## src/rtl/vote_pkg.sv

```systemverilog
// Shared types and constants for the 4-voter ballot collector.
package vote_pkg;

    localparam int unsigned NUM_VOTERS = 4;

    localparam logic [2:0] RES_PASS = 3'b100;
    localparam logic [2:0] RES_TIE  = 3'b010;
    localparam logic [2:0] RES_FAIL = 3'b001;

    typedef enum logic [1:0] {
        IDLE    = 2'd0,
        COLLECT = 2'd1,
        DECIDE  = 2'd2,
        HOLD    = 2'd3
    } state_t;

endpackage

```

## src/rtl/vote_collector_if.sv

```systemverilog
// Ballot handshake and result bus between the collector (slave) and its environment (master).
interface vote_collector_if;
    import vote_pkg::*;

    logic                  start;
    logic                  ballot_valid;
    logic                  ballot_ready;
    logic [1:0]            ballot_id;
    logic                  ballot_yes;
    logic [NUM_VOTERS-1:0] votes;
    logic [NUM_VOTERS-1:0] cast;
    logic [2:0]            result;
    logic                  result_valid;
    logic                  result_ack;
    logic                  busy;
    logic                  dup_err;

    modport master (
        output start, ballot_valid, ballot_id, ballot_yes, result_ack,
        input  ballot_ready, votes, cast, result, result_valid, busy, dup_err
    );

    modport slave (
        input  start, ballot_valid, ballot_id, ballot_yes, result_ack,
        output ballot_ready, votes, cast, result, result_valid, busy, dup_err
    );

endinterface

```

## src/rtl/vote_decide.sv

```systemverilog
// Combinational majority decision: popcount of the vote vector mapped to pass/tie/fail.
module vote_decide
    import vote_pkg::*;
(
    input  logic [NUM_VOTERS-1:0] i_votes,
    output logic [2:0]            o_result
);

    logic [2:0] w_yes;

    always_comb begin
        w_yes = '0;
        for (int i = 0; i < NUM_VOTERS; i++) begin
            w_yes = w_yes + 3'(i_votes[i]);
        end
        if (w_yes >= 3'd3) begin
            o_result = RES_PASS;
        end else if (w_yes == 3'd2) begin
            o_result = RES_TIE;
        end else begin
            o_result = RES_FAIL;
        end
    end

endmodule

```

## src/rtl/vote_collector.sv

```systemverilog
// Collects one ballot per voter over valid/ready, closes on full turnout or timeout,
// then holds the frozen ballots and decision until acknowledged.
module vote_collector
    import vote_pkg::*;
#(
    parameter int unsigned TIMEOUT_CYCLES = 16,
    parameter int unsigned CNT_W          = 8
) (
    input  logic           i_clk,
    input  logic           i_rst_n,
    vote_collector_if.slave bus
);

    state_t                r_state;
    state_t                w_state_nxt;
    logic [NUM_VOTERS-1:0] r_votes;
    logic [NUM_VOTERS-1:0] r_cast;
    logic [2:0]            r_result;
    logic                  r_dup;
    logic [CNT_W-1:0]      r_cnt;

    logic                  w_accept;
    logic                  w_new;
    logic                  w_full;
    logic                  w_timeout;
    logic [NUM_VOTERS-1:0] w_id_oh;
    logic [NUM_VOTERS-1:0] w_cast_nxt;
    logic [2:0]            w_result;

    assign w_accept   = bus.ballot_valid && (r_state == COLLECT);
    assign w_id_oh    = NUM_VOTERS'(1) << bus.ballot_id;
    assign w_new      = w_accept && ((r_cast & w_id_oh) == '0);
    assign w_cast_nxt = w_new ? (r_cast | w_id_oh) : r_cast;
    assign w_full     = (w_cast_nxt == '1);
    assign w_timeout  = (r_cnt == CNT_W'(TIMEOUT_CYCLES - 1));

    vote_decide u_decide (
        .i_votes  (r_votes),
        .o_result (w_result)
    );

    always_comb begin
        w_state_nxt = r_state;
        unique case (r_state)
            IDLE:    if (bus.start) w_state_nxt = COLLECT;
            COLLECT: if (w_full || w_timeout) w_state_nxt = DECIDE;
            DECIDE:  w_state_nxt = HOLD;
            HOLD:    if (bus.result_ack) w_state_nxt = IDLE;
            default: w_state_nxt = IDLE;
        endcase
    end

    always_ff @(posedge i_clk or negedge i_rst_n) begin
        if (!i_rst_n) begin
            r_state <= IDLE;
        end else begin
            r_state <= w_state_nxt;
        end
    end

    always_ff @(posedge i_clk or negedge i_rst_n) begin
        if (!i_rst_n) begin
            r_votes  <= '0;
            r_cast   <= '0;
            r_result <= '0;
            r_dup    <= 1'b0;
            r_cnt    <= '0;
        end else begin
            // A repeat ballot is dropped but flagged in the following cycle.
            r_dup <= w_accept && !w_new;
            unique case (r_state)
                IDLE: begin
                    if (bus.start) begin
                        r_votes <= '0;
                        r_cast  <= '0;
                        r_cnt   <= '0;
                    end
                end
                COLLECT: begin
                    r_cnt  <= r_cnt + 1'b1;
                    r_cast <= w_cast_nxt;
                    if (w_new) begin
                        r_votes[bus.ballot_id] <= bus.ballot_yes;
                    end
                end
                DECIDE:  r_result <= w_result;
                default: ;
            endcase
        end
    end

    assign bus.votes        = r_votes;
    assign bus.cast         = r_cast;
    assign bus.result       = r_result;
    assign bus.dup_err      = r_dup;
    assign bus.ballot_ready = (r_state == COLLECT);
    assign bus.result_valid = (r_state == HOLD);
    assign bus.busy         = (r_state != IDLE);

endmodule

```

## src/flat_wrapper.sv

```systemverilog
// flat-port wrapper written by rule: the top's interface ports become plain ports
module vote_collector_flat import vote_pkg::*;
#(
    parameter int unsigned TIMEOUT_CYCLES = 16,
    parameter int unsigned CNT_W          = 8
)
  (i_clk, i_rst_n, bus_start, bus_ballot_valid, bus_ballot_id, bus_ballot_yes, bus_result_ack, bus_ballot_ready, bus_votes, bus_cast, bus_result, bus_result_valid, bus_busy, bus_dup_err);
  vote_collector_if bus_i ();
  input  logic i_clk;
  input  logic i_rst_n;
  input wire logic [$bits(bus_i.start)-1:0] bus_start;
  input wire logic [$bits(bus_i.ballot_valid)-1:0] bus_ballot_valid;
  input wire logic [$bits(bus_i.ballot_id)-1:0] bus_ballot_id;
  input wire logic [$bits(bus_i.ballot_yes)-1:0] bus_ballot_yes;
  input wire logic [$bits(bus_i.result_ack)-1:0] bus_result_ack;
  output wire logic [$bits(bus_i.ballot_ready)-1:0] bus_ballot_ready;
  output wire logic [$bits(bus_i.votes)-1:0] bus_votes;
  output wire logic [$bits(bus_i.cast)-1:0] bus_cast;
  output wire logic [$bits(bus_i.result)-1:0] bus_result;
  output wire logic [$bits(bus_i.result_valid)-1:0] bus_result_valid;
  output wire logic [$bits(bus_i.busy)-1:0] bus_busy;
  output wire logic [$bits(bus_i.dup_err)-1:0] bus_dup_err;
  assign bus_i.start = bus_start;
  assign bus_i.ballot_valid = bus_ballot_valid;
  assign bus_i.ballot_id = bus_ballot_id;
  assign bus_i.ballot_yes = bus_ballot_yes;
  assign bus_i.result_ack = bus_result_ack;
  assign bus_ballot_ready = bus_i.ballot_ready;
  assign bus_votes = bus_i.votes;
  assign bus_cast = bus_i.cast;
  assign bus_result = bus_i.result;
  assign bus_result_valid = bus_i.result_valid;
  assign bus_busy = bus_i.busy;
  assign bus_dup_err = bus_i.dup_err;
  vote_collector #(.TIMEOUT_CYCLES(TIMEOUT_CYCLES), .CNT_W(CNT_W)) u_core (.i_clk(i_clk), .i_rst_n(i_rst_n), .bus(bus_i));
endmodule
```

## config.mk

```make
export PLATFORM = sky130hd
export DESIGN_NAME = vote_collector_flat
export DESIGN_NICKNAME = d
export VERILOG_FILES = /design/src/rtl/vote_pkg.sv /design/src/rtl/vote_collector_if.sv /design/src/rtl/vote_decide.sv /design/src/rtl/vote_collector.sv /design/src/flat_wrapper.sv
export SDC_FILE = /design/constraint.sdc
export NUM_CORES = 1
export LEC_CHECK = 0
export ABC_CLOCK_PERIOD_IN_PS = 2200
export BUFFER_PORTS_ARGS = -buffer_cell sky130_fd_sc_hd__buf_4
export CAP_MARGIN = 20
export CORE_UTILIZATION = 54
export CTS_CLUSTER_SIZE = 12
export DETAILED_ROUTE_END_ITERATION = 6
export GPL_ROUTABILITY_DRIVEN = 0
export GPL_TIMING_DRIVEN = 0
export PLACE_DENSITY = 0.89
export SLEW_MARGIN = 20
export SYNTH_ARGS = -nofsm -noshare
export SYNTH_HDL_FRONTEND = slang
export SYNTH_SLANG_ARGS = --single-unit
```

## constraint.sdc

```tcl
create_clock -name i_clk -period 2.2 [get_ports i_clk]
set_input_delay 0.44 -clock i_clk [delete_from_list [all_inputs] [get_ports i_clk]]
set_output_delay 0.44 -clock i_clk [all_outputs]
set_load 0.005 [all_outputs]
```

=== Yosys cells after proc, flatten, opt, wreduce, memory -nomap -nowiden ===
Cells that the tools add are included.

* $add $sub $neg: 4
* Order comparisons: 3
* Equal/unequal tests: 10
* Shift-type cells: 1
* Multiplexer cells: 16
* Bitwise logic cells: 2
* Reductions and logical operators: 13

{| class="wikitable"
|+ Operator list
! kind !! number
|-
| $pmux W4 S2 || 2
|-
| $pmux W8 S2 || 1
|-
| $mux W4 || 3
|-
| $add A8 B1 Y8 const B || 1
|-
| $eq A8 B4 Y1 const B || 1
|-
| $mux W2 || 4
|-
| $mux W8 || 1
|-
| $pmux W2 S4 || 1
|-
| $reduce_and A3 Y1 || 2
|-
| $and A4 B4 Y4 || 1
|-
| $bwmux W4 || 1
|-
| $eq A2 B2 Y1 const B || 2
|-
| $eq A4 B4 Y1 const B || 1
|-
| $logic_and A1 B1 Y1 || 4
|-
| $logic_not A4 Y1 || 1
|-
| $ne A2 B1 Y1 const B || 2
|-
| $ne A2 B2 Y1 const B || 2
|-
| $or A4 B4 Y4 || 1
|-
| $reduce_bool A2 Y1 || 2
|-
| $shl A1 B2 Y4 const A || 1
|-
| $add A2 B1 Y3 || 1
|-
| $add A3 B1 Y3 || 1
|-
| $eq A3 B2 Y1 const B || 1
|-
| $ge A3 B2 Y1 const B || 1
|-
| 11 further kinds || 11
|}

* Register bits: 22
* Input port bits: 8
* Output and inout port bits: 15
* Logic and storage cells: 55

=== Depth between registers and ports, before layout ===
Gate-level depths: netlist (run 1).

* Depth in word-level cells: 9
* Depth in mapped cells: 8
* Gate-level depth less buffers: 7

=== By module ===
From an unflattened synthesis (run 1), not the netlist that was laid out.

* Cells, all modules: 122
* Area total of the unflattened synthesis: 1,256.2 um^2

{| class="wikitable"
|+ Modules (own cells, without submodules)
! module !! instances !! cells an instance !! area an instance (um^2) !! seq. area each (um^2)
|-
| vote_collector || 1 || 114 || 1,171.1 || 550.5
|-
| vote_decide || 1 || 8 || 85.1 || 0.0
|}

=== Least setup slack after synthesis (run 1) ===
OpenSTA, ideal clock, no wires.

* Path type: register -> register
* From: register u_core.r_state[1]
* To: register u_core.r_state[1]
* Arrival time: 1,699 ps
* Data required time: 2,072 ps
* Setup slack: 373 ps
* Stages on the path, launching flop included: 9
* Buffers on the path: 1
* Period minus slack after synthesis: 1,827 ps
* Cell sequence: dfrtp_1 inv_1 ha_1 buf_2 nand3_1 o21ai_1 a21oi_2 nor3_4 mux2_1

* Word-level cells in the longest chain between the ends: 8
* Elaborated cells between the ends (all ways): 14
* Classes of those cells: eq/ne: 7; mux: 2; reduce/logical: 5

{| class="wikitable"
|+ RTL lines
! what !! line !! RTL
|-
| from (decl) || vote_collector.sv:14 || <nowiki>state_t r_state;</nowiki>
|-
| from (signal assigned) || vote_collector.sv:57 || <nowiki>r_state <= w_state_nxt;</nowiki>
|-
| $eq A2 B1 Y1 * || - ||
|-
| net bus_ballot_ready || flat_wrapper.sv:16 || <nowiki>output wire logic [$bits(bus_i.ballot_ready)-1:0] bus_ballot_ready;</nowiki>
|-
| $logic_and A1 B1 Y1 || vote_collector.sv:30 || <nowiki>assign w_accept = bus.ballot_valid && (r_state == COLLECT);</nowiki>
|-
| $logic_and A1 B1 Y1 || vote_collector.sv:32 || <nowiki>assign w_new = w_accept && ((r_cast & w_id_oh) == '0);</nowiki>
|-
| $mux W4 || vote_collector.sv:33 || <nowiki>assign w_cast_nxt = w_new ? (r_cast | w_id_oh) : r_cast;</nowiki>
|-
| $eq A4 B4 Y1 || vote_collector.sv:34 || <nowiki>assign w_full = (w_cast_nxt == '1);</nowiki>
|-
| $logic_or A1 B1 Y1 || vote_collector.sv:46 || <nowiki>COLLECT: if (w_full || w_timeout) w_state_nxt = DECIDE;</nowiki>
|-
| $ne A2 B1 Y1 (no source line) || - ||
|-
| $reduce_and A3 Y1 (no source line) || - ||
|}

The timed path passes the listed nets; every way through them passes the cells marked *.
A chain may end at the register's enable or synchronous reset.

=== Worst setup path after layout (run 1) ===
* From: register u_core.r_state[1]
* To: register u_core.r_cnt[7]

* Word-level cells in the longest chain between the ends: 3
* Elaborated cells between the ends (all ways): 6
* Classes of those cells: eq/ne: 2; mux: 1; reduce/logical: 3

{| class="wikitable"
|+ RTL lines
! what !! line !! RTL
|-
| $eq A2 B1 Y1 or $logic_not A2 Y1 (tied branches) || vote_collector.sv:71 || <nowiki>unique case (r_state)</nowiki>
|-
| $reduce_bool A2 Y1 (no source line) or $ne A2 B2 Y1 (tied branches) || - ||
|-
| $reduce_and A2 Y1 (no source line) || - ||
|-
| to (signal assigned) || vote_collector.sv:80 || <nowiki>r_cnt <= r_cnt + 1'b1;</nowiki>
|-
| to (decl) || vote_collector.sv:20 || <nowiki>logic [CNT_W-1:0] r_cnt;</nowiki>
|}

Several ways; a longest one is shown, not always the timed one.

==> results of run 1 <==
## worst min-delay path by stage
stage                                     end  slack, ps  depth (start not counted)
after floorplan            u_core.bus.cast[0]        140                          0
after global placement        u_core.r_cnt[6]        340                          1
after detailed placement      u_core.r_cnt[6]        350                          1
after CTS                     u_core.r_cnt[6]          3                          1
after global routing      u_core.bus.votes[3]        400                          3
final                     u_core.bus.votes[3]        400                          3
## what timing repair did
item | CTS | global route
endpoints found under the setup margin | 0 | 1
endpoints found under the hold margin | 0 | 11
hold buffers | 0 | 1
gates resized for setup | 0 | 1
## cell usage in the layout, fill, tap and decap left out, types with 3 or more instances in the layout
cell,n
nor2_1,12
mux2i_1,9
buf_4,22
a22o_1,3
a21o_1,4
dfrtp_1,22
nor2b_1,3
inv_1,6
clkbuf_4,4
nand3_1,8
ha_1,9
nor3_1,3
nand2_1,14
a21oi_1,3
## logic make-up after synthesis
kind of cell,share of synthesized area
xor gates and xnor gates,0.0214
AOI/OAI and AO/OA,0.106
buffers and inverters,0.0224
and+or+nand+nor,0.203
adders and majority gates,0.108
muxes,0.0917
DFF,0.448
## cells in the mapped netlist (all sizes together)
library cell	count	share of area
a211o	1	0.0071
a21o	4	0.024
a21oi	4	0.019
a22o	3	0.021
a32o	1	0.0081
and2	1	0.0051
and2b	1	0.0061
and3	1	0.0051
buf	1	0.0041
dfrtp	22	0.45
fa	1	0.016
ha	9	0.092
inv	6	0.018
mux2	2	0.018
mux2i	9	0.073
nand2	14	0.043
nand2b	1	0.0051
nand3	8	0.033
nor2	12	0.037
nor2b	3	0.015
nor3	5	0.034
nor3b	1	0.0061
o21ai	4	0.019
o31ai	1	0.0061
or2	1	0.0051
or4	1	0.0092
xnor2	1	0.0071
xor2	2	0.014
## power breakdown
| part | switching (uW) | internal [uW] | total (uW) | leakage [uW] |
|---|---|---|---|---|
| clock | 117 | 64.1 | 181 | 0.0000138 |
| sequential | 128 | 535 | 663 | 0.000288 |
| combinational | 423 | 410 | 833 | 0.000454 |
| total | 668 | 1010 | 1680 | 0.000756 |
## state kept, by name, indices dropped and copies added (netlist names)
| name | count |
|---|---|
| u_core.r_cnt | 8 |
| u_core.r_state | 2 |
| u_core.bus.result | 3 |
| u_core.bus.dup_err | 1 |
| u_core.bus.votes | 4 |
| u_core.bus.cast | 4 |
## stage by stage
step / utilization / hold slack [ps] / setup WS, ps
2_1_floorplan: - / 144 / 373
3_3_place_gp: 0.699 / 341 / 217
3_5_place_dp: 0.699 / 347 / 169
4_1_cts: 0.710 / 2.60 / 140
5_1_grt: 0.716 / 400 / 12.5
6_report: 0.716 / 405 / 133
## routing by layer
| metal | track usage | up-vias |
|---|---|---|
| li1 | - | 469 |
| met1 | 0.292 | 472 |
| met2 | 0.372 | 31 |
| met3 | 0.0216 | 7 |
| met4 | 0.124 | 0 |
| met5 | 0 | - |
## area by class of cell
class                   instances  area, um2
clock buffers                   3       22.5
flip-flops and latches         22        551
well taps                      27       33.8
inverters                       6       22.5
fillers                       152        579
multi-input cells              91        651
repair buffers                 23        175
plain buffers                   1       7.51
## worst reg2reg max path: stages (launching register included)
cell and delay (ps):
dfrtp_1 410, inv_1 90, ha_1 230, clkbuf_4 200, mux2i_1 460, nor2_1 180, nand3_1 140, xor2_1 180
nor2_1 60
==> flow_summary_export.csv, run 1 <==
group,metric,value,unit
clock_tree,cts_max_level,1,
sta,slew_violations,0,
drt,dr_wl_met2,1200,um
worst_setup_path,endpoint,"u_core.r_cnt[7]",
grt,grt_overflow_total,0,
worst_setup_path,cp-startpoint,"u_core.r_state[1]",
worst_setup_path,max_stage_delay,460,ps
layout,final_design_area_no_fill,0.00146,mm2
worst_setup_path,worstPathArrival,2260,ps
worst_setup_path,cp_max_fo,10,
drt,avgViaCountPerCell,5.66,
worst_setup_path,reg2reg_slack,130,ps
worst_setup_path,worstReg2RegEnd,"u_core.r_cnt[7]",
placement,dp_cells,169,
clock_tree,clk_pin_slew,110,ps
clock_tree,cts-root-buf,"clkbuf_4",
clock_tree,postCtsSetupBuffers,0,
worst_setup_path,worst-path-stages,8,
drt,dr.pass1.iters,4,
layout,area.growth.synth_to_final,19.0,%
drt,drc_errors,0,
run_status,status,"finished, final reports clean",
floorplan,die_w,49.7,um
floorplan,rows,16,
drt,wire_per_inst,14.0,um
yosys,synth_fp_nets,138,
worst_setup_path,path_buf_inv,2,
min_path,min_from,"bus_ballot_yes",
sta,fin_tns_setup,0,ps
worst_setup_path,reg2reg_depth,8,
worst_setup_path,critPathTopFamily,"multiplexers",
yosys,ys_seq_elements,22,
floorplan,initial_core_util,0.602,
power_and_ir_drop,vdd_ir_drop_max,0.832,mV
placement,hpwl,1840,um
clock_tree,cts_buffers,3,
job,drv_cap,0,
grt,grt_use_total,0.226,
grt,grt_pass1_vias,1001,
clock_tree,cts_tree,"done",
layout,antenna_cells,0,
worst_setup_path,crit_chain,"inv_1 -> ha_1 -> clkbuf_4 -> mux2i_1 -> nor2_1 -> nand3_1 -> xor2_1 -> nor2_1",
yosys,synthCells,120,
clock_tree,worstSkewPairLatency,310,ps
worst_setup_path,crit_path_top_delay_cell,"mux2i_1",
worst_setup_path,r2r_start,"u_core.r_state[1]",
drt,topRoutingLayerUsed,"met4",
floorplan,die_y,49.7,um
floorplan,core,0.00204,mm2
worst_setup_path,critPathLaunchType,"register",
clock_tree,cts_buffer_depth,2,
sta,period_share,0.940,
sta,timing.slew.headroom,0.608,
sta,worstMarginPinSlew,572,ps
layout,drive_gt1_frac,0.226,
grt,grt_pass1_wl,4270,um
placement,numPortBuffers,22,
placement,dpl_cell_area,0.00143,mm2
drt,drt-initial-drc-count,20,
grt,antenna_found_initial,0,
floorplan,die-area,0.00247,mm2
floorplan,ios,23,
worst_setup_path,cp-end-kind,"register",
drt,wl_met3,93,um
power_and_ir_drop,total_power,1680,uW
layout,layout.cells.non_filler,173,
yosys,yosysSeqAreaShare,0.448,
drt,drt_wl_total,2430,um
clock_tree,clock-sinks,22,
min_path,hp-class,"in -> reg",
yosys,ys_types,34,
grt,grt_max_degree,23,
worst_setup_path,crit_required,2390,ps
sta,setup_violations,0,
sta,timing_hold_violations_final,0,
drt,vias,979,
power_and_ir_drop,powerDensity,1150,mW/mm2
layout,final_nets,166,
yosys,synth_area,0.00123,mm2
worst_setup_path,crit_path_frequent_cell,"nor2_1",
yosys,yosysWarnings,0,
sta,period_minus_slack,2070,ps
worst_setup_path,critPathKind,"reg -> reg",
power_and_ir_drop,p_leak,0.000756,uW
sta,rsz0062_at_grt,"false",
yosys,syn_area_per_cell,10.2,um2
sta,fmax,484,MHz
drt,ant_nets,0,
sta,skew,0.736,ps
drt,wirelength_met1,1070,um
Power figures use the tool's default switching activity.
==> run 2, diff against run 1 <==
Settings changed: ABC_CLOCK_PERIOD_IN_PS 2200 to 2280, CTS_CLUSTER_SIZE 12 to 20, TNS_END_PERCENT set to 1.
Clock period 2.2 ns to 2.28 ns, I/O delays scaled along.
==> flow_summary_export.csv, run 2 (synthesis gave the netlist of run 1 again) <==
group,metric,value,unit
run_status,status,"finished, final reports clean",
worst_setup_path,worst-path-stages,8,
sta,slew_violations,0,
sta,timing.slew.headroom,0.628,
clock_tree,ctsHoldBuffers,0,
layout,seqCellArea,551,um2
layout,multi_input_area,651,um2
worst_setup_path,cp_max_fo,10,
worst_setup_path,crit_required,2480,ps
floorplan,core,0.00204,mm2
sta,period_minus_slack,2060,ps
worst_setup_path,crit_path_top_delay_cell,"dfrtp_1",
grt,grt_pass1_wl,4270,um
floorplan,initial_core_util,0.602,
layout,drive_gt1_frac,0.228,
worst_setup_path,critPathKind,"reg -> reg",
layout,area.growth.synth_to_final,18.0,%
clock_tree,cts_resized,0,
worst_setup_path,r2r_start,"u_core.r_state[1]",
sta,period_share,0.902,
worst_setup_path,critPathLaunchType,"register",
sta,fmax,486,MHz
clock_tree,cts_max_level,1,
power_and_ir_drop,vdd_ir_drop_max,0.803,mV
power_and_ir_drop,powerDensity,1110,mW/mm2
floorplan,die-area,0.00247,mm2
drt,drt_wl_total,2410,um
worst_setup_path,reg2reg_depth,8,
layout,final_nets,165,
drt,drc_errors,0,
grt,antenna_found_initial,0,
floorplan,die_w,49.7,um
layout,nFillCells,154,
sta,skew,1.01,ps
placement,dpl_cell_area,0.00143,mm2
floorplan,die_y,49.7,um
worst_setup_path,path_buf_inv,2,
drt,drt-initial-drc-count,22,
worst_setup_path,reg2reg_slack,220,ps
drt,avgViaCountPerCell,5.78,
clock_tree,cts_buffer_depth,2,
clock_tree,cts_tree,"done",
clock_tree,worstSkewPairLatency,310,ps
grt,grt_max_degree,23,
clock_tree,postCtsSetupBuffers,0,
placement,numPortBuffers,22,
layout,top_register,"u_core.r_cnt",
clock_tree,clock-sinks,22,
job,drv_cap,0,
grt,grt_pass1_vias,1001,
worst_setup_path,endpoint,"u_core.r_state[1]",
clock_tree,cts_buffers,3,
grt,grt_overflow_total,0,
worst_setup_path,crit_chain,"inv_1 -> ha_1 -> buf_2 -> nand3_1 -> o21ai_1 -> a21oi_2 -> nor3_4 -> mux2_1",
clock_tree,cts-root-buf,"clkbuf_4",
drt,dr.pass1.iters,4,
sta,rsz0062_at_grt,"false",
drt,vias,995,
worst_setup_path,worstPathArrival,2260,ps
worst_setup_path,cp-startpoint,"u_core.r_state[1]",
sta,timing_hold_violations_final,0,
layout,antenna_cells,0,
layout,final_cell_mix,"buf_4, dfrtp_1, nand2_1",
layout,largest_reg_flops,8,
sta,setup_violations,0,
clock_tree,clk_pin_slew,110,ps
worst_setup_path,cp-end-kind,"register",
layout,final_design_area_no_fill,0.00145,mm2
worst_setup_path,worstReg2RegEnd,"u_core.r_state[1]",
worst_setup_path,max_stage_delay,430,ps
drt,ant_nets,0,
worst_setup_path,critPathTopFamily,"flip-flops",
placement,hpwl,1840,um
sta,worstMarginPinSlew,542,ps
drt,wire_per_inst,14.0,um
floorplan,ios,23,
power_and_ir_drop,p_leak,0.000752,uW
min_path,hp-class,"in -> async",
grt,grt_use_total,0.226,
sta,fin_tns_setup,0,ps
floorplan,rows,16,
sta,hold_ws,9.94,ps
[run 2: final cells by class]
cell class,instances,share of cell area
repair buffers,22,0.114
multi-input cells,91,0.449
inverters,6,0.0155
flip-flops and latches,22,0.380
well taps,27,0.0233
clock buffers,3,0.0155
plain buffers,1,0.00345
[run 2: worst min-delay path by stage]
stage | end | cells after the start | slack, ps | start
finish | u_core.r_cnt[6] | 1 | 10 | i_rst_n
global route | u_core.r_cnt[2] | 1 | 7 | i_rst_n
CTS | u_core.r_cnt[6] | 1 | 20 | i_rst_n
detailed placement | u_core.r_cnt[6] | 1 | 360 | i_rst_n
global placement | u_core.r_cnt[6] | 1 | 360 | i_rst_n
floorplan | u_core.bus.cast[0] | 0 | 160 | i_rst_n
[run 2: per-layer routing]
| metal | GRT usage | vias to the layer above | routed length, um |
|---|---|---|---|
| met5 | 0 | - | 0 |
| met4 | 0.124 | 0 | 68 |
| met3 | 0.0216 | 9 | 108 |
| met2 | 0.372 | 38 | 1190 |
| met1 | 0.292 | 481 | 1050 |
| li1 | - | 467 | - |
[run 2: through the flow]
stage | power (uW) | setup slack, ps | instances | util
2_1_floorplan | 1120 | 453 | 120 | -
3_3_place_gp | 1390 | 297 | 169 | 0.699
3_5_place_dp | 1440 | 249 | 169 | 0.699
4_1_cts | 1620 | 220 | 172 | 0.710
5_1_grt | 1750 | 65.1 | 172 | 0.710
6_report | 1610 | 223 | 172 | 0.710
[run 2: power breakdown]
part	total, uW	internal (uW)	leakage [uW]	switching, uW
clock	175	61.9	0.0000138	113
combinational	798	390	0.000450	408
sequential	640	516	0.000288	123
total	1610	968	0.000752	644
[run 2: worst register-to-register path, cell delays in order, from the launching register on]
cell and delay, ps:
dfrtp_1 430, inv_1 110, ha_1 220, buf_2 240, nand3_1 160, o21ai_1 180
a21oi_2 90, nor3_4 180, mux2_1 350
==> run 3, diff against run 2 <==
Settings changed: ABC_AREA set to 1.
==> flow_summary_export.csv, run 3 <==
group,metric,value,unit
floorplan,ios,23,
sta,timing.slew.headroom,0.548,
layout,final_design_area_no_fill,0.00151,mm2
min_path,hp-class,"in -> async",
clock_tree,ctsHoldBuffers,0,
yosys,async_flop_share,1.00,
yosys,synth_compound_area_frac,0.101,
sta,timing_hold_violations_final,0,
clock_tree,cts-root-buf,"clkbuf_4",
clock_tree,cts_max_level,1,
drt,drt_wl_total,2710,um
worst_setup_path,critPathLaunchType,"register",
grt,grt_overflow_total,0,
yosys,synth_top_family_by_area,"simple AND/OR/NAND/NOR gates",
yosys,yosysWarnings,0,
sta,period_minus_slack,1900,ps
yosys,synth-simple-area-share,0.281,
yosys,synth-xor-area-share,0,
worst_setup_path,crit_required,2440,ps
placement,numPortBuffers,22,
power_and_ir_drop,p_leak,0.000779,uW
drt,avgViaCountPerCell,5.35,
power_and_ir_drop,vdd_ir_drop_max,0.770,mV
placement,dpl_cell_area,0.00148,mm2
run_status,status,"finished, final reports clean",
worst_setup_path,cp-end-kind,"register",
yosys,netlist.area_leader.share,0.429,
floorplan,die_w,50.7,um
clock_tree,cts_buffer_depth,2,
worst_setup_path,critPathTopFamily,"simple AND/OR/NAND/NOR gates",
clock_tree,clock-sinks,22,
drt,wl_met3,77,um
layout,drive_gt1_frac,0.187,
power_and_ir_drop,powerDensity,1130,mW/mm2
layout,top_register,"u_core.r_cnt",
clock_tree,cts_tree,"done",
worst_setup_path,crit_path_top_delay_cell,"nor2_1",
drt,wirelength_met1,1200,um
sta,rsz0062_at_grt,"false",
yosys,yosysTopAreaCell,"dfrtp_1",
yosys,synthTopCellsByCount,"inv_1, nand2_1, dfrtp_1, nand3_1, nor2_1",
clock_tree,worstSkewPairLatency,300,ps
drt,wire_per_inst,12.6,um
clock_tree,cts_resized,0,
drt,dr.pass1.iters,4,
yosys,synth_area,0.00128,mm2
drt,vias,1150,
job,drv_cap,0,
drt,topRoutingLayerUsed,"met4",
sta,fmax,525,MHz
grt,grt_pass1_wl,4680,um
yosys,yosys-mux-area-fraction,0,
grt,grt_pass1_vias,1140,
yosys,yosysSeqAreaShare,0.429,
drt,drt-initial-drc-count,31,
floorplan,core,0.00223,mm2
sta,hold_ws,12.1,ps
drt,drc_errors,0,
clock_tree,postCtsSetupBuffers,0,
clock_tree,clk_pin_slew,110,ps
grt,grt_max_degree,23,
clock_tree,cts_buffers,3,
floorplan,rows,17,
yosys,ys_types,22,
grt,grt_use_total,0.246,
yosys,yosys.area_share.adder,0.103,
worst_setup_path,crit_chain,"inv_1 -> ha_1 -> clkbuf_1 -> nor2_1 -> nor3_1",
yosys,syn_area_per_cell,7.92,um2
yosys,synth_fp_nets,180,
yosys,synthTopCellsByArea,"dfrtp_1, ha_1, inv_1, nand2_1, nand3_1",
sta,slew_violations,0,
layout,final_cell_mix,"inv_1, nand2_1, buf_4, dfrtp_1, nand3_1",
drt,dr_wl_met2,1390,um
layout,area.growth.synth_to_final,17.4,%
layout,antenna_cells,0,
worst_setup_path,cp_max_fo,10,
layout,largest_reg_flops,8,
sta,worstMarginPinSlew,675,ps
worst_setup_path,path_buf_inv,2,
yosys,synth_edf_count,0,
floorplan,initial_core_util,0.574,
sta,period_share,0.835,
grt,antenna_found_initial,0,
worst_setup_path,worstPathArrival,2060,ps
layout,final_nets,207,
yosys,synth_flop_cell,"dfrtp_1",
yosys,ys_seq_elements,22,
worst_setup_path,critPathKind,"reg -> reg",
floorplan,die_y,50.7,um
floorplan,die-area,0.00257,mm2
sta,fin_tns_setup,0,ps
power_and_ir_drop,total_power,1700,uW
worst_setup_path,max_stage_delay,590,ps
drt,ant_nets,0,
placement,hpwl,2130,um
sta,skew,4.28,ps
sta,setup_violations,0,
yosys,synthCells,162,
## run 3: cell types whose count changed after synthesis, sizes merged, moves of 2 or more
cell	change
a21o	-4
a21oi	+7
a22o	-3
clkbuf	+2
inv	+21
mux2	-2
mux2i	-9
nand2	+15
nand3	+10
nor2	+5
nor2b	-3
nor3	+6
o21ai	+6
xor2	-2
## run 3: stage by stage
step                      utilization  setup slack (ps)  std cells
after detailed placement        0.664               405        212
after global placement          0.664               505        212
after CTS                       0.674               389        215
final                           0.674               376        215
after global routing            0.674               156        215
after floorplan                     -               573        162
## run 3: cell families after synthesis
group	after synthesis
buffers and inverters	29
and+or+nand+nor	78
AOI/OAI and AO/OA	23
adders and majority gates	10
DFF	22
## run 3: per-layer routing
layer | vias up | track usage
li1 | 579 | -
met1 | 541 | 0.303
met2 | 26 | 0.433
met3 | 4 | 0.0273
met4 | 0 | 0.102
met5 | - | 0
## run 3: final cells by class
type	instances	area [um2]
fillers	188	728
plain buffers	2	7.51
well taps	28	35.0
inverters	27	101
clock buffers	3	22.5
repair buffers	22	165
flip-flops and latches	22	551
multi-input cells	111	623
## run 3: final timing paths
kind / from / to / slack [ps] / depth (start not counted)
setup / recovery: u_core.r_state[1] / u_core.bus.votes[0] / 380 / 5
hold / removal: i_rst_n / u_core.r_cnt[5] / 10 / 1
setup reg to reg: u_core.r_state[1] / u_core.bus.votes[0] / 380 / 5
hold reg to reg: u_core.bus.result[0] / u_core.bus.result[0] / 520 / 2
max in group asynchronous: i_rst_n / u_core.bus.result[1] / 2050 / 1
min in group i_clk: bus_ballot_valid / u_core.bus.dup_err / 430 / 3
## run 3: power breakdown
group	switching [uW]	total, uW	internal, uW	leakage (uW)
combinational	520	901	381	0.000474
sequential	113	628	515	0.000291
clock	110	172	61.7	0.0000138
